==> src/rtl/cnn_frame_sequencer_if.sv <==
`default_nettype none
// ============================================================================
// Module   : cnn_frame_sequencer_if
// Purpose  : Bundles the command, source pixel, conv pipeline, DNN result and
//            status signals of the CNN frame sequencer.
//            master : environment side (drives command/source/result inputs)
//            slave  : sequencer side (drives pipeline/result/status outputs)
// Signals  : start, num_frames                 - run command
//            src_valid, src_data, src_ready    - pixel source handshake
//            pipe_valid, pipe_data, pipe_ready - conv pipeline handshake
//            pipe_res                          - pipeline clear pulse
//            res_valid, res_data, res_done     - DNN result interface
//            out_valid, out_data, out_frame    - captured result
//            busy, done, timeout_err           - status
// Revision : 1.0 - initial release
// ============================================================================
interface cnn_frame_sequencer_if #(
    parameter int BitSize    = 32,
    parameter int NumOutputs = 2
);
    logic                           start;
    logic [7:0]                     num_frames;
    logic                           src_valid;
    logic [BitSize-1:0]             src_data;
    logic                           src_ready;
    logic                           pipe_ready;
    logic                           pipe_valid;
    logic [BitSize-1:0]             pipe_data;
    logic                           pipe_res;
    logic                           res_valid;
    logic [NumOutputs*BitSize-1:0]  res_data;
    logic                           res_done;
    logic                           out_valid;
    logic [NumOutputs*BitSize-1:0]  out_data;
    logic [7:0]                     out_frame;
    logic                           busy;
    logic                           done;
    logic                           timeout_err;

    modport master (
        output start, num_frames, src_valid, src_data, pipe_ready,
               res_valid, res_data, res_done,
        input  src_ready, pipe_valid, pipe_data, pipe_res,
               out_valid, out_data, out_frame, busy, done, timeout_err
    );

    modport slave (
        input  start, num_frames, src_valid, src_data, pipe_ready,
               res_valid, res_data, res_done,
        output src_ready, pipe_valid, pipe_data, pipe_res,
               out_valid, out_data, out_frame, busy, done, timeout_err
    );
endinterface
`default_nettype wire

==> src/rtl/cnn_frame_sequencer.sv <==
`default_nettype none
// ============================================================================
// Module   : cnn_frame_sequencer
// Purpose  : Frame-level controller in front of the conv/pooling + DNN chain.
//            Per frame: clears the pipeline, gates exactly ImageWidth^2 pixels
//            from the source into the pipeline, then waits (bounded by
//            DrainTimeout) for the DNN to finish, capturing its results.
// Ports    : clk   - clock
//            res_n - synchronous reset, active HIGH
//            bus   - cnn_frame_sequencer_if.slave (command, pixel, result,
//                    status signals)
// Revision : 1.0 - initial release
// ============================================================================
module cnn_frame_sequencer #(
    parameter int BitSize      = 32,
    parameter int ImageWidth   = 8,
    parameter int NumOutputs   = 2,
    parameter int ClearCycles  = 2,
    parameter int DrainTimeout = 1024
) (
    input wire                     clk,
    input wire                     res_n,
    cnn_frame_sequencer_if.slave   bus
);

    localparam int c_pixels = ImageWidth * ImageWidth;
    localparam int c_pix_w  = $clog2(c_pixels + 1);
    localparam int c_clr_w  = $clog2(ClearCycles + 1);
    localparam int c_wait_w = $clog2(DrainTimeout + 1);

    localparam logic [c_pix_w-1:0]  c_last_pix  = c_pix_w'(c_pixels - 1);
    localparam logic [c_clr_w-1:0]  c_last_clr  = c_clr_w'(ClearCycles - 1);
    localparam logic [c_wait_w-1:0] c_last_wait = c_wait_w'(DrainTimeout - 1);

    typedef enum logic [2:0] {
        S_IDLE   = 3'd0,
        S_CLEAR  = 3'd1,
        S_STREAM = 3'd2,
        S_DRAIN  = 3'd3,
        S_NEXT   = 3'd4,
        S_DONE   = 3'd5
    } state_t;

    state_t                         r_state;
    state_t                         w_next_state;

    logic [7:0]                     r_num_frames;
    logic [7:0]                     r_frame_idx;
    logic [c_pix_w-1:0]             r_pix_cnt;
    logic [c_clr_w-1:0]             r_clr_cnt;
    logic [c_wait_w-1:0]            r_wait_cnt;
    logic                           r_pipe_res;
    logic                           r_timeout_err;
    logic                           r_out_valid;
    logic [NumOutputs*BitSize-1:0]  r_out_data;
    logic [7:0]                     r_out_frame;

    logic                           w_stream;
    logic                           w_src_ready;
    logic                           w_transfer;
    logic                           w_timeout;
    logic [8:0]                     w_frame_inc;

    assign w_stream    = (r_state == S_STREAM);
    assign w_src_ready = w_stream & bus.pipe_ready;
    assign w_transfer  = w_src_ready & bus.src_valid;
    // Nine bits so that num_frames = 255 is reached without wrapping.
    assign w_frame_inc = {1'b0, r_frame_idx} + 9'd1;

    // ------------------------------------------------------------------------
    // Next-state logic
    // ------------------------------------------------------------------------
    always_comb begin
        w_next_state = r_state;
        w_timeout    = 1'b0;
        case (r_state)
            S_IDLE: begin
                if (bus.start) begin
                    if (bus.num_frames == 8'd0) begin
                        w_next_state = S_DONE;
                    end else begin
                        w_next_state = S_CLEAR;
                    end
                end
            end
            S_CLEAR: begin
                if (r_clr_cnt == c_last_clr) begin
                    w_next_state = S_STREAM;
                end
            end
            S_STREAM: begin
                if (w_transfer && (r_pix_cnt == c_last_pix)) begin
                    w_next_state = S_DRAIN;
                end
            end
            S_DRAIN: begin
                // res_done wins over a coincident timeout.
                if (bus.res_done) begin
                    w_next_state = S_NEXT;
                end else if (r_wait_cnt == c_last_wait) begin
                    w_timeout    = 1'b1;
                    w_next_state = S_NEXT;
                end
            end
            S_NEXT: begin
                if (w_frame_inc == {1'b0, r_num_frames}) begin
                    w_next_state = S_DONE;
                end else begin
                    w_next_state = S_CLEAR;
                end
            end
            S_DONE: begin
                w_next_state = S_IDLE;
            end
            default: begin
                w_next_state = S_IDLE;
            end
        endcase
    end

    // ------------------------------------------------------------------------
    // State register and datapath
    // ------------------------------------------------------------------------
    always_ff @(posedge clk) begin
        if (res_n) begin
            r_state       <= S_IDLE;
            r_num_frames  <= 8'd0;
            r_frame_idx   <= 8'd0;
            r_pix_cnt     <= '0;
            r_clr_cnt     <= '0;
            r_wait_cnt    <= '0;
            r_pipe_res    <= 1'b0;
            r_timeout_err <= 1'b0;
            r_out_valid   <= 1'b0;
            r_out_data    <= '0;
            r_out_frame   <= 8'd0;
        end else begin
            r_state     <= w_next_state;
            // Registered from next state so it is high exactly while in CLEAR.
            r_pipe_res  <= (w_next_state == S_CLEAR);
            r_out_valid <= 1'b0;

            if ((r_state == S_IDLE) && bus.start) begin
                r_num_frames  <= bus.num_frames;
                r_frame_idx   <= 8'd0;
                r_timeout_err <= 1'b0;
            end

            r_clr_cnt  <= (r_state == S_CLEAR) ? r_clr_cnt + 1'b1 : '0;
            r_wait_cnt <= (r_state == S_DRAIN) ? r_wait_cnt + 1'b1 : '0;

            if (r_state == S_CLEAR) begin
                r_pix_cnt <= '0;
            end else if (w_transfer) begin
                r_pix_cnt <= r_pix_cnt + 1'b1;
            end

            if ((r_state == S_DRAIN) && bus.res_valid) begin
                r_out_valid <= 1'b1;
                r_out_data  <= bus.res_data;
                r_out_frame <= r_frame_idx;
            end

            if (w_timeout) begin
                r_timeout_err <= 1'b1;
            end

            if (r_state == S_NEXT) begin
                r_frame_idx <= r_frame_idx + 8'd1;
            end
        end
    end

    // ------------------------------------------------------------------------
    // Outputs
    // ------------------------------------------------------------------------
    assign bus.src_ready   = w_src_ready;
    assign bus.pipe_valid  = w_transfer;
    assign bus.pipe_data   = w_stream ? bus.src_data : '0;
    assign bus.pipe_res    = r_pipe_res;
    assign bus.out_valid   = r_out_valid;
    assign bus.out_data    = r_out_data;
    assign bus.out_frame   = r_out_frame;
    assign bus.busy        = (r_state != S_IDLE);
    assign bus.done        = (r_state == S_DONE);
    assign bus.timeout_err = r_timeout_err;

endmodule
`default_nettype wire

==> src/flat_wrapper.sv <==
// flat-port wrapper written by rule: the top's interface ports become plain ports
module cnn_frame_sequencer_flat 
#(
    parameter int BitSize      = 32,
    parameter int ImageWidth   = 8,
    parameter int NumOutputs   = 2,
    parameter int ClearCycles  = 2,
    parameter int DrainTimeout = 1024
)
  (clk, res_n, bus_start, bus_num_frames, bus_src_valid, bus_src_data, bus_pipe_ready, bus_res_valid, bus_res_data, bus_res_done, bus_src_ready, bus_pipe_valid, bus_pipe_data, bus_pipe_res, bus_out_valid, bus_out_data, bus_out_frame, bus_busy, bus_done, bus_timeout_err);
  cnn_frame_sequencer_if #(.BitSize(BitSize), .NumOutputs(NumOutputs)) bus_i ();
  input wire clk;
  input wire res_n;
  input wire logic [$bits(bus_i.start)-1:0] bus_start;
  input wire logic [$bits(bus_i.num_frames)-1:0] bus_num_frames;
  input wire logic [$bits(bus_i.src_valid)-1:0] bus_src_valid;
  input wire logic [$bits(bus_i.src_data)-1:0] bus_src_data;
  input wire logic [$bits(bus_i.pipe_ready)-1:0] bus_pipe_ready;
  input wire logic [$bits(bus_i.res_valid)-1:0] bus_res_valid;
  input wire logic [$bits(bus_i.res_data)-1:0] bus_res_data;
  input wire logic [$bits(bus_i.res_done)-1:0] bus_res_done;
  output wire logic [$bits(bus_i.src_ready)-1:0] bus_src_ready;
  output wire logic [$bits(bus_i.pipe_valid)-1:0] bus_pipe_valid;
  output wire logic [$bits(bus_i.pipe_data)-1:0] bus_pipe_data;
  output wire logic [$bits(bus_i.pipe_res)-1:0] bus_pipe_res;
  output wire logic [$bits(bus_i.out_valid)-1:0] bus_out_valid;
  output wire logic [$bits(bus_i.out_data)-1:0] bus_out_data;
  output wire logic [$bits(bus_i.out_frame)-1:0] bus_out_frame;
  output wire logic [$bits(bus_i.busy)-1:0] bus_busy;
  output wire logic [$bits(bus_i.done)-1:0] bus_done;
  output wire logic [$bits(bus_i.timeout_err)-1:0] bus_timeout_err;
  assign bus_i.start = bus_start;
  assign bus_i.num_frames = bus_num_frames;
  assign bus_i.src_valid = bus_src_valid;
  assign bus_i.src_data = bus_src_data;
  assign bus_i.pipe_ready = bus_pipe_ready;
  assign bus_i.res_valid = bus_res_valid;
  assign bus_i.res_data = bus_res_data;
  assign bus_i.res_done = bus_res_done;
  assign bus_src_ready = bus_i.src_ready;
  assign bus_pipe_valid = bus_i.pipe_valid;
  assign bus_pipe_data = bus_i.pipe_data;
  assign bus_pipe_res = bus_i.pipe_res;
  assign bus_out_valid = bus_i.out_valid;
  assign bus_out_data = bus_i.out_data;
  assign bus_out_frame = bus_i.out_frame;
  assign bus_busy = bus_i.busy;
  assign bus_done = bus_i.done;
  assign bus_timeout_err = bus_i.timeout_err;
  cnn_frame_sequencer #(.BitSize(BitSize), .ImageWidth(ImageWidth), .NumOutputs(NumOutputs), .ClearCycles(ClearCycles), .DrainTimeout(DrainTimeout)) u_core (.clk(clk), .res_n(res_n), .bus(bus_i));
endmodule
==> config.mk <==
export PLATFORM = sky130hd
export DESIGN_NAME = cnn_frame_sequencer_flat
export DESIGN_NICKNAME = d
export VERILOG_FILES = /design/src/rtl/cnn_frame_sequencer_if.sv /design/src/rtl/cnn_frame_sequencer.sv /design/src/flat_wrapper.sv
export SDC_FILE = /design/constraint.sdc
export NUM_CORES = 1
export LEC_CHECK = 0
export CAP_MARGIN = 25
export CORE_MARGIN = 4
export CORE_UTILIZATION = 44
export DETAILED_ROUTE_END_ITERATION = 16
export PLACE_DENSITY = 0.94
export SYNTH_ARGS = -nofsm -noshare
export SYNTH_HDL_FRONTEND = slang
export SYNTH_SLANG_ARGS = --single-unit
==> constraint.sdc <==
create_clock -name clk -period 3.2 [get_ports clk]
set_clock_uncertainty 0.2 [all_clocks]
set_input_delay 0.64 -clock clk [delete_from_list [all_inputs] [get_ports clk]]
set_output_delay 0.64 -clock clk [all_outputs]
set_load 0.02 [all_outputs]
## After elaboration in Yosys (flattened, before gate mapping)

Index checks and enable logic that the tools add are counted.

| word-level totals | value |
|---|---|
| bits in registers | 114 |
| bits in latches | 0 |
| bits in writable memories | 0 |
| bits in read-only memories | 0 |
| logic and storage cells | 58 |
| memories kept | 0 |

| operators by class | value |
|---|---|
| $add $sub $neg | 5 |
| multiply operators | 0 |
| divide/modulo/power cells | 0 |
| magnitude comparators | 0 |
| equality and inequality tests | 10 |
| shifts and indexed selects | 0 |
| mux-type cells | 17 |
| bitwise operators | 4 |
| reduce and logical (&&, ||, !) cells | 11 |

Operators with widths:

| kind | count |
|---|---|
| $mux 32 | 1 |
| $mux 3 | 7 |
| $mux 8 | 2 |
| $pmux 3 s5 | 1 |
| $add 11x1->11 const B | 1 |
| $eq 11x10->1 const B | 1 |
| $add 8x1->9 const B | 1 |
| $eq 9x8->1 | 1 |
| $add 8x1->8 const B | 1 |
| $logic_not 8->1 | 1 |
| $add 7x1->7 const B | 1 |
| $eq 7x6->1 const B | 1 |
| $eq 3x1->1 const B | 2 |
| $eq 3x2->1 const B | 2 |
| $eq 3x3->1 const B | 2 |
| $mux 1 | 6 |
| $reduce_or 2->1 | 3 |
| $reduce_bool 2->1 | 2 |
| $logic_and 1x1->1 | 3 |
| $logic_not 3->1 | 1 |
| $reduce_bool 3->1 | 1 |
| $add 2x1->2 const B | 1 |
| $and 1x1->1 | 2 |
| $eq 2x1->1 const B | 1 |
| $not 1->1 | 2 |

## Logic depth before layout (Yosys ltp)

Gate-level depths: netlist of run 1.

| depth | value |
|---|---|
| depth after elaboration | 7 |
| mapped depth | 7 |

## Least setup slack after synthesis of run 1

OpenSTA, ideal clock, no wires.

| timing path | value |
|---|---|
| kind | register -> output |
| from | reg u_core.r_state[1] |
| to | out bus_pipe_data[10] |
| arrival time | 1.126 ns |
| setup slack | 1.234 ns |
| cell stages (with the launch flop) | 5 |
| buffers on the path | 2 |
| cells stage by stage | dfxtp_1 > buf_6 > nor3b_4 > clkbuf_1 > and2_1 |

| on the way | value |
|---|---|
| word-level cells in the longest chain between the ends | 2 |

Ends and longest elaborated chain:

| item | RTL line | source |
|---|---|---|
| start, declared | cnn_frame_sequencer.sv:44 | `state_t r_state;` |
| start signal, assigned | cnn_frame_sequencer.sv:138 | `r_state <= w_next_state;` |
| $eq 3x2->1 | cnn_frame_sequencer.sv:64 | `assign w_stream = (r_state == S_STREAM);` |
| $mux 32 | cnn_frame_sequencer.sv:179 | `assign bus.pipe_data = w_stream ? bus.src_data : '0;` |
| end, declared | flat_wrapper.sv:24 | `output wire logic [$bits(bus_i.pipe_data)-1:0] bus_pipe_data;` |

No other way between the ends.

## Worst setup path after layout of run 1

| timing path | value |
|---|---|
| from | reg u_core.r_state[2] |
| to | out bus_pipe_valid |

| on the way | value |
|---|---|
| word-level cells in the longest chain between the ends | 3 |

Ends and longest elaborated chain:

| item | RTL line | source |
|---|---|---|
| $eq 3x2->1 | cnn_frame_sequencer.sv:64 |  |
| $and 1x1->1 | cnn_frame_sequencer.sv:65 | `assign w_src_ready = w_stream & bus.pipe_ready;` |
| $and 1x1->1 | cnn_frame_sequencer.sv:66 | `assign w_transfer = w_src_ready & bus.src_valid;` |
| end, declared | flat_wrapper.sv:23 | `output wire logic [$bits(bus_i.pipe_valid)-1:0] bus_pipe_valid;` |

No other way between the ends.

==> metrics.md, run 1 <==
| Metric | Value |
|---|---|
| Share of cells above drive strength 1 | `6.11%` |
| Logic gate share of total power | `8.0%` |
| Largest net degree at the start of global routing | `93` |
| Vias in the first global route | `4662` |
| Rel. slew slack | `35.0%` |
| Final slew viol count | `0` |
| Finished Layout Cells | `955` |
| Die area | `about 12000 um2` |
| Register area | `roughly 2300 um2` |
| Die Span Y | `111 um` |
| Post-synth top area cell | `dfxtp_1` |
| Final hold vios | `0` |
| Grt total ovfl | `0` |
| PnR worst setup slack | `0.247 ns` |
| Hold Path Class | `reg -> reg` |
| Clock insertion delay at the later pin of the skew report | `0.49 ns` |
| Multi-input gate area | `2240 um2` |
| Vias | `~4700` |
| CP endpoint kind | `output port` |
| ANT cells | `0` |
| GP Congestion | `0.779` |
| Worst-margin pin slew | `0.975 ns` |
| Pwr/cell area | `472 nW/um2` |
| Post-CTS Resized | `0` |
| Post-Syn Area per Cell | `7.93 um2` |
| DRT iter0 DRCs | `between 200 and 300` |
| Critical path arrival | `roughly 2.1 ns` |
| Hold WS | `0.248 ns` |
| Seq/Total Area, Yosys | `about half` |
| Clk pin slew, worst setup/hold paths | `0.05 ns` |
| Max cap viols | `0` |
| Num CTS Buffers | `17` |
| Hold_buf cts | `0` |
| Switching Power | `748 uW` |
| Placed Cells | `925` |
| Pre-CTS setup slack | `0.428 ns` |
| Outcome | `complete, no violations` |
| ANT nets after route | `0` |
| DR WL/cell | `14.2 um` |
| Width of the chip | `~110 um` |
| Top FF cell, synth | `dfxtp_1` |
| DRC | `0` |
| CP startpoint kind | `flop` |
| Int Pwr | `2840 uW` |
| Post-Syn Area | `4700 um2` |
| Buffers on Ports | `221` |
| Initial Util | `45.4%` |
| Clk sink count | `114` |
| Most frequent cell after synthesis | `nand2_1` |
| Post-synth top cells | `nand2_1 (175), dfxtp_1 (114), a21oi_1 (91), nor2_1 (38), and2_1 (37)` |
| Initial antenna violation count | `0` |
| CTS root buf | `clkbuf_8` |
| Via/cell ratio | `4.96` |
| Maximum buffer depth of the clock tree | `2` |
| Unrepaired setup endpoints after global routing | `no` |
| Yosys reg bits | `114` |
| CP Max Fanout | `34` |
| Achievable Freq | `0.339 GHz` |
| Fillcell total | `about 740` |
| Ranking of synthesized cells by area | `dfxtp_1 (49%), nand2_1 (14%), a21oi_1 (9.7%), and2_1 (4.9%), nor2_1 (3.0%)` |
| Max H-tree Level | `4` |
| Leakage | `0.00269 uW` |
| Period utilization | `between 90% and 100%` |
| Post-CTS setup repair buffer count | `0` |
| Number of synthesized flops with an enable pin | `0` |
| Synthesis Warnings | `0` |
| CP Data Required Time | `2.36 ns` |
| Initial DRT Pass Iterations | `4` |
| Gr usage total | `between 20% and 30%` |
| Sequential power share | `40.2%` |
| Clock share of power | `51.8%` |
| Final setup viols | `0` |
| Area growth syn-to-layout | `61.6%` |
| Switching Fraction | `a little over a fifth` |
| Tmin final | `2.95 ns` |
| Number of library cell types mapped by synthesis | `41` |
| Setup Crit Path Kind | `reg -> out` |
| FP Rows | `37` |
| HPWL Detailed | `9.43 mm` |
| Cells after synthesis | `between 500 and 600` |
| Power, Total | `3590 uW` |
| First-pass GRT wire length | `approximately 22 mm` |
| Routed wire length | `13.5 mm` |
| CORE AREA | `around 10000 um2` |
| Worst VDD drop | `0.329 mV` |
| CTS tree | `done` |
| Top-area cell type share of the netlist area | `48.5%` |
| IO Pins | `between 200 and 250` |
| Syn_nets | `708` |
| Setup TNS | `0 ns` |
| NumNets Final | `923` |
| FFs w/ async S/R, synth | `0%` |
[path summary, 6_finish.rpt]
path	start	endpoint	slack, ns	cells after the start
worst max-delay path	u_core.r_state[2]	bus_pipe_valid	0.25	4
worst min-delay path	u_core.r_clr_cnt[0]	u_core.r_clr_cnt[0]	0.25	1
worst max register to register	u_core.r_state[0]	u_core.bus.pipe_res	0.98	6
worst min register to register	u_core.r_clr_cnt[0]	u_core.r_clr_cnt[0]	0.25	1
[layer usage]
layer  share of wire [%]  up-vias  GRT usage (%)
li1                    -     2368              -
met1                  40     2150           23.8
met2                  51      190           37.7
met3                 6.5       31           5.87
met4                 2.7        0           8.19
met5                   0        -              0
[cells in the final DEF (no fill, tap or decap), drive strengths merged, types with 2 or more instances in the layout]
cell type      count
clkinvlp           2
and2              37
nand3b             3
clkbuf            20
clkinv             5
nand4              5
a21o               3
clkdlybuf4s50    220
and3               5
nand3             10
nor3b              2
nand2            175
a21oi             91
nor2              40
buf               11
or3                6
bufinv             3
inv                6
nor4               6
ha                 4
xor2              12
dfxtp            114
xnor2             14
o21ai              7
nor3               2
[power groups by stage]
stage               logic, uW  clock network [uW]  registers (uW)
CTS                       286                1880            1440
detailed placement        282                   0            1470
global placement          277                   0            1470
finish                    286                1860            1440
global route              306                1960            1450
floorplan                94.8                   0            1480
[through the flow]
| stage | util (%) | area, um2 |
|---|---|---|
| 2_1_floorplan | - | 4700 |
| 3_3_place_gp | 67.6 | 7010 |
| 3_5_place_dp | 67.6 | 7010 |
| 4_1_cts | 73.3 | 7600 |
| 5_1_grt | 73.3 | 7600 |
| 6_report | 73.3 | 7600 |
[worst max-delay path, stage by stage, from the launching register on]
cell	delay [ns]
dfxtp_1	0.33
nor3b_4	0.18
buf_4	0.27
and3_1	0.23
clkdlybuf4s50_1	0.61
[registers in the layout, indices dropped and copies added (netlist names)]
name and count:
u_core.bus.timeout_err 1, u_core.r_state 3, u_core.bus.pipe_res 1, u_core.r_frame_idx 8
u_core.r_num_frames 8, u_core.bus.out_data 64, u_core.r_clr_cnt 2, u_core.bus.out_valid 1
u_core.r_pix_cnt 7, u_core.bus.out_frame 8, u_core.r_wait_cnt 11
[cell type report]
cell class / instances / share of cell area [%]
inverter: 6 / 0.296
multi-input combinational: 438 / 29.5
tap: 136 / 2.24
clock buffer: 20 / 5.99
clock inverter: 10 / 1.76
sequential: 114 / 30.0
timing repair buffer: 231 / 30.2
[logic make-up (layout without fill, tap and decap cells)]
| family | count (synthesis) | count (layout) | share of synthesized area [%] |
|---|---|---|---|
| AND/OR/NAND/NOR | 296 | 296 | 28.8 |
| flip-flops | 114 | 114 | 48.5 |
| AO/OA/AOI/OAI | 110 | 110 | 12.4 |
| buffers and inverters | 41 | 267 | 3.99 |
| XOR/XNOR | 26 | 26 | 4.84 |
| adder cells (fa/ha/maj) | 4 | 4 | 1.06 |
| multiplexers | 2 | 2 | 0.452 |
Note: power is estimated with default switching activity, not from simulation.
==> inputs of run 2 (changes only) <==
--- a/config.mk
+++ b/config.mk
@@ -5,11 +5,11 @@
 export SDC_FILE = /design/constraint.sdc
 export NUM_CORES = 1
 export LEC_CHECK = 0
+export ABC_AREA = 1
 export CAP_MARGIN = 25
-export CORE_MARGIN = 4
-export CORE_UTILIZATION = 44
+export CORE_UTILIZATION = 45
 export DETAILED_ROUTE_END_ITERATION = 16
-export PLACE_DENSITY = 0.94
+export PLACE_DENSITY = 0.95
 export SYNTH_ARGS = -nofsm -noshare
 export SYNTH_HDL_FRONTEND = slang
 export SYNTH_SLANG_ARGS = --single-unit
==> run 2 against run 1 <==
Power up 3.3%. Critical path depth up 1. Die area decreased by 9.3%. Area after synthesis increased by 3.6%. Via count is 11% higher. Setup slack lost 0.019 ns. Critical path type unchanged. Highest routed layer unchanged.
==> metrics.md, run 2 <==
| Metric | Value |
|---|---|
| Outcome | `complete, no violations` |
| HPWL Detailed | `9.93 mm` |
| Hold Path End | `u_core.r_clr_cnt[0]` |
| Sequential power share | `about two fifths` |
| Syn_nets | `about 800` |
| Most frequent cells in the layout | `clkdlybuf4s50_1 (219), nand2_1 (138), dfxtp_1 (114), nand3_1 (104), a21oi_1 (100)` |
| Most frequent cell after synthesis | `nand2_1` |
| Vias | `5243` |
| Cells after synthesis | `686` |
| Hold_buf cts | `0` |
| Dpl cell area | `7150 um2` |
| Worst reg2reg path depth | `7` |
| Tmin final | `2.97 ns` |
| Max cap viols | `0` |
| Number of library cell types mapped by synthesis | `31` |
| Post-Syn Area | `4880 um2` |
| Post-synth top cells | `nand2_1 (139), dfxtp_1 (114), nand3_1 (104), a21oi_1 (100)` |
| Num CTS Buffers | `17` |
| NumNets Final | `1008` |
| Clock insertion delay at the later pin of the skew report | `0.50 ns` |
| Hold Path Class | `reg -> reg` |
| Post-CTS setup repair buffer count | `0` |
| CP max stage cell | `clkdlybuf4s50_1` |
| Pwr/cell area | `477 nW/um2` |
| Max reg flops | `between 60 and 70` |
| Final setup viols | `0` |
| FP Rows | `37` |
| Logic gate share of total power | `8.0%` |
| Period utilization | `between 90% and 100%` |
| CTS tree | `done` |
| Grt total ovfl | `0` |
| Switching Power | `827 uW` |
| Initial antenna violation count | `0` |
| Unrepaired setup endpoints after global routing | `no` |
| IO Pins | `222` |
| Fin area | `7780 um2` |
| Clock share of power | `between 50% and 60%` |
| Hold Crit Depth | `1` |
| Leakage | `0.00286 uW` |
| Int Pwr | `2880 uW` |
| Commonest non-fill, non-tap cell in the layout | `clkdlybuf4s50_1` |
| FFs w/ async S/R, synth | `0%` |
| Area growth syn-to-layout | `59.5%` |
| CP endpoint kind | `output port` |
| Rel. slew slack | `38.8%` |
| Setup TNS | `0 ns` |
| Buffers on Ports | `221` |
| ANT cells | `0` |
| Multi-input gate area | `2160 um2` |
| Largest net degree at the start of global routing | `slightly below 90` |
| Clk pin slew, worst setup/hold paths | `0.06 ns` |
| Vias in the first global route | `4890` |
| GP Congestion | `0.887` |
| CP startpoint kind | `flop` |
| WP buf/inv | `3` |
| Via/cell ratio | `5.03` |
| Cell Chain, Critical Path | `inv_1, nand3_2, buf_4, nor3_2, clkdlybuf4s50_1` |
| CORE AREA | `10400 um2` |
| First-pass GRT wire length | `roughly 22 mm` |
| Post-Syn Area per Cell | `7.11 um2` |
| Cell family with most CP delay | `buffers and inverters` |
| Worst VDD drop | `between 0.3 and 0.4 mV` |
| Post-synth top area cell | `dfxtp_1` |
| Final slew viol count | `0` |
| CP Data Required Time | `2.36 ns` |
| Gr usage total | `24.9%` |
| Synthesis Warnings | `0` |
| Power, Total | `approximately 3700 uW` |
| Yosys reg bits | `roughly 110` |
| Top FF cell, synth | `dfxtp_1` |
| Register area | `2280 um2` |
| Routed wire length | `14.1 mm` |
| Fillcell total | `between 700 and 800` |
| PnR worst setup slack | `0.227 ns` |
| Ranking of synthesized cells by area | `dfxtp_1 (47%), nand2_1 (11%), nand3_1 (11%), a21oi_1 (10%), inv_1 (5.2%)` |
| CTS root buf | `clkbuf_8` |
| Number of synthesized flops with an enable pin | `0` |
| Top-area cell type share of the netlist area | `between 40% and 50%` |
| Die area | `11300 um2` |
| Max H-tree Level | `4` |
| DRT iter0 DRCs | `266` |
| Register-to-register setup slack | `1.14 ns` |
| ANT nets after route | `0` |
| R2R Path End | `u_core.bus.pipe_res` |
| Final hold vios | `0` |
| CP peak stage delay | `0.63 ns` |
| Critical path arrival | `2.13 ns` |
| Seq/Total Area, Yosys | `46.8%` |
| CP Max Fanout | `35` |
| DR WL/cell | `13.5 um` |
| Achievable Freq | `0.336 GHz` |
| Hold_sp | `u_core.r_clr_cnt[0]` |
| Initial Util | `46.8%` |
| Die Span Y | `~110 um` |
| Switching Fraction | `~22%` |
| Pre-CTS setup slack | `0.369 ns` |
| Setup Crit Path Kind | `reg -> out` |
| Initial DRT Pass Iterations | `5` |
| Share of cells above drive strength 1 | `under 10%` |
| Worst r2r src | `u_core.r_state[1]` |
| Width of the chip | `~110 um` |
| Hold WS | `0.240 ns` |
| Post-CTS Resized | `0` |
| Clk sink count | `roughly 110` |
| Worst-margin pin slew | `0.917 ns` |
| Maximum buffer depth of the clock tree | `2` |
| DRC | `0` |
[run 2: cell types whose count changed after synthesis, moves of 10 or more]
cell,before,now
and2_1,37,1
inv_1,6,68
nand2_1,175,139
nand3_1,10,104
nor2_1,38,68
xnor2_1,14,2
xor2_1,12,2
[run 2: logic make-up after synthesis]
kind of cell | count (synthesis) | synth area share (%)
xor gates and xnor gates | 4 | 0.719
DFF | 114 | 46.8
buffers and inverters | 111 | 9.06
AOI/OAI and AO/OA | 119 | 12.5
adders and majority gates | 4 | 1.03
and+or+nand+nor | 334 | 29.9
[run 2: layer usage]
metal,GRT usage (%),wire (um),up-vias
met1,26.9,5390,2332
met3,8.09,1360,23
met2,45.0,7040,240
met5,0,0,-
met4,9.72,306,0
li1,-,-,2648
[run 2: worst max path at each step]
stage,startpoint,endpoint,slack [ns],cells past startpoint
finish,u_core.r_state[0],bus_pipe_valid,0.23,5
global route,u_core.r_state[0],bus_pipe_valid,0.10,5
CTS,u_core.r_state[0],bus_pipe_valid,0.19,5
detailed placement,bus_pipe_ready,bus_pipe_valid,0.37,4
global placement,bus_pipe_ready,bus_pipe_valid,0.38,4
floorplan,bus_pipe_ready,bus_pipe_valid,1.21,2
[run 2: worst reg2reg max path: cells and delay by family, from the launching register on]
kind | cells | cell delay (ns)
flip-flops | 1 | 0.40
buffers and inverters | 3 | 0.81
AND/OR/NAND/NOR | 3 | 0.37
AO/OA/AOI/OAI | 1 | 0.17
[run 2: power groups by stage]
| stage | registers, uW | logic, uW | clock network [uW] |
|---|---|---|---|
| 2_1_floorplan | 1480 | 106 | 0 |
| 3_3_place_gp | 1480 | 291 | 0 |
| 3_5_place_dp | 1480 | 296 | 0 |
| 4_1_cts | 1450 | 297 | 1990 |
| 5_1_grt | 1450 | 322 | 2070 |
| 6_report | 1450 | 296 | 1960 |
[run 2: area by class of cell]
type | instances | share of cell area, %
clock buffer | 18 | 5.37
multi-input combinational | 461 | 27.8
inverter | 69 | 3.33
clock inverter | 14 | 2.65
tap | 136 | 2.19
sequential | 114 | 29.3
timing repair buffer | 230 | 29.3
[run 2: per-stage QoR]
stage                     utilization (%)  std cells
after floorplan                         -        686
after global placement               68.7       1010
after detailed placement             68.7       1010
after CTS                            74.7       1042
after global routing                 74.7       1042
final                                74.7       1042
==> inputs of run 3 (changes only) <==
--- a/config.mk
+++ b/config.mk
@@ -8,6 +8,7 @@
 export ABC_AREA = 1
 export CAP_MARGIN = 25
 export CORE_UTILIZATION = 45
+export CTS_CLUSTER_SIZE = 20
 export DETAILED_ROUTE_END_ITERATION = 16
 export PLACE_DENSITY = 0.95
 export SYNTH_ARGS = -nofsm -noshare
==> results of run 3 <==
Same layout as run 2: the final DEF is identical, and so are final timing and power.
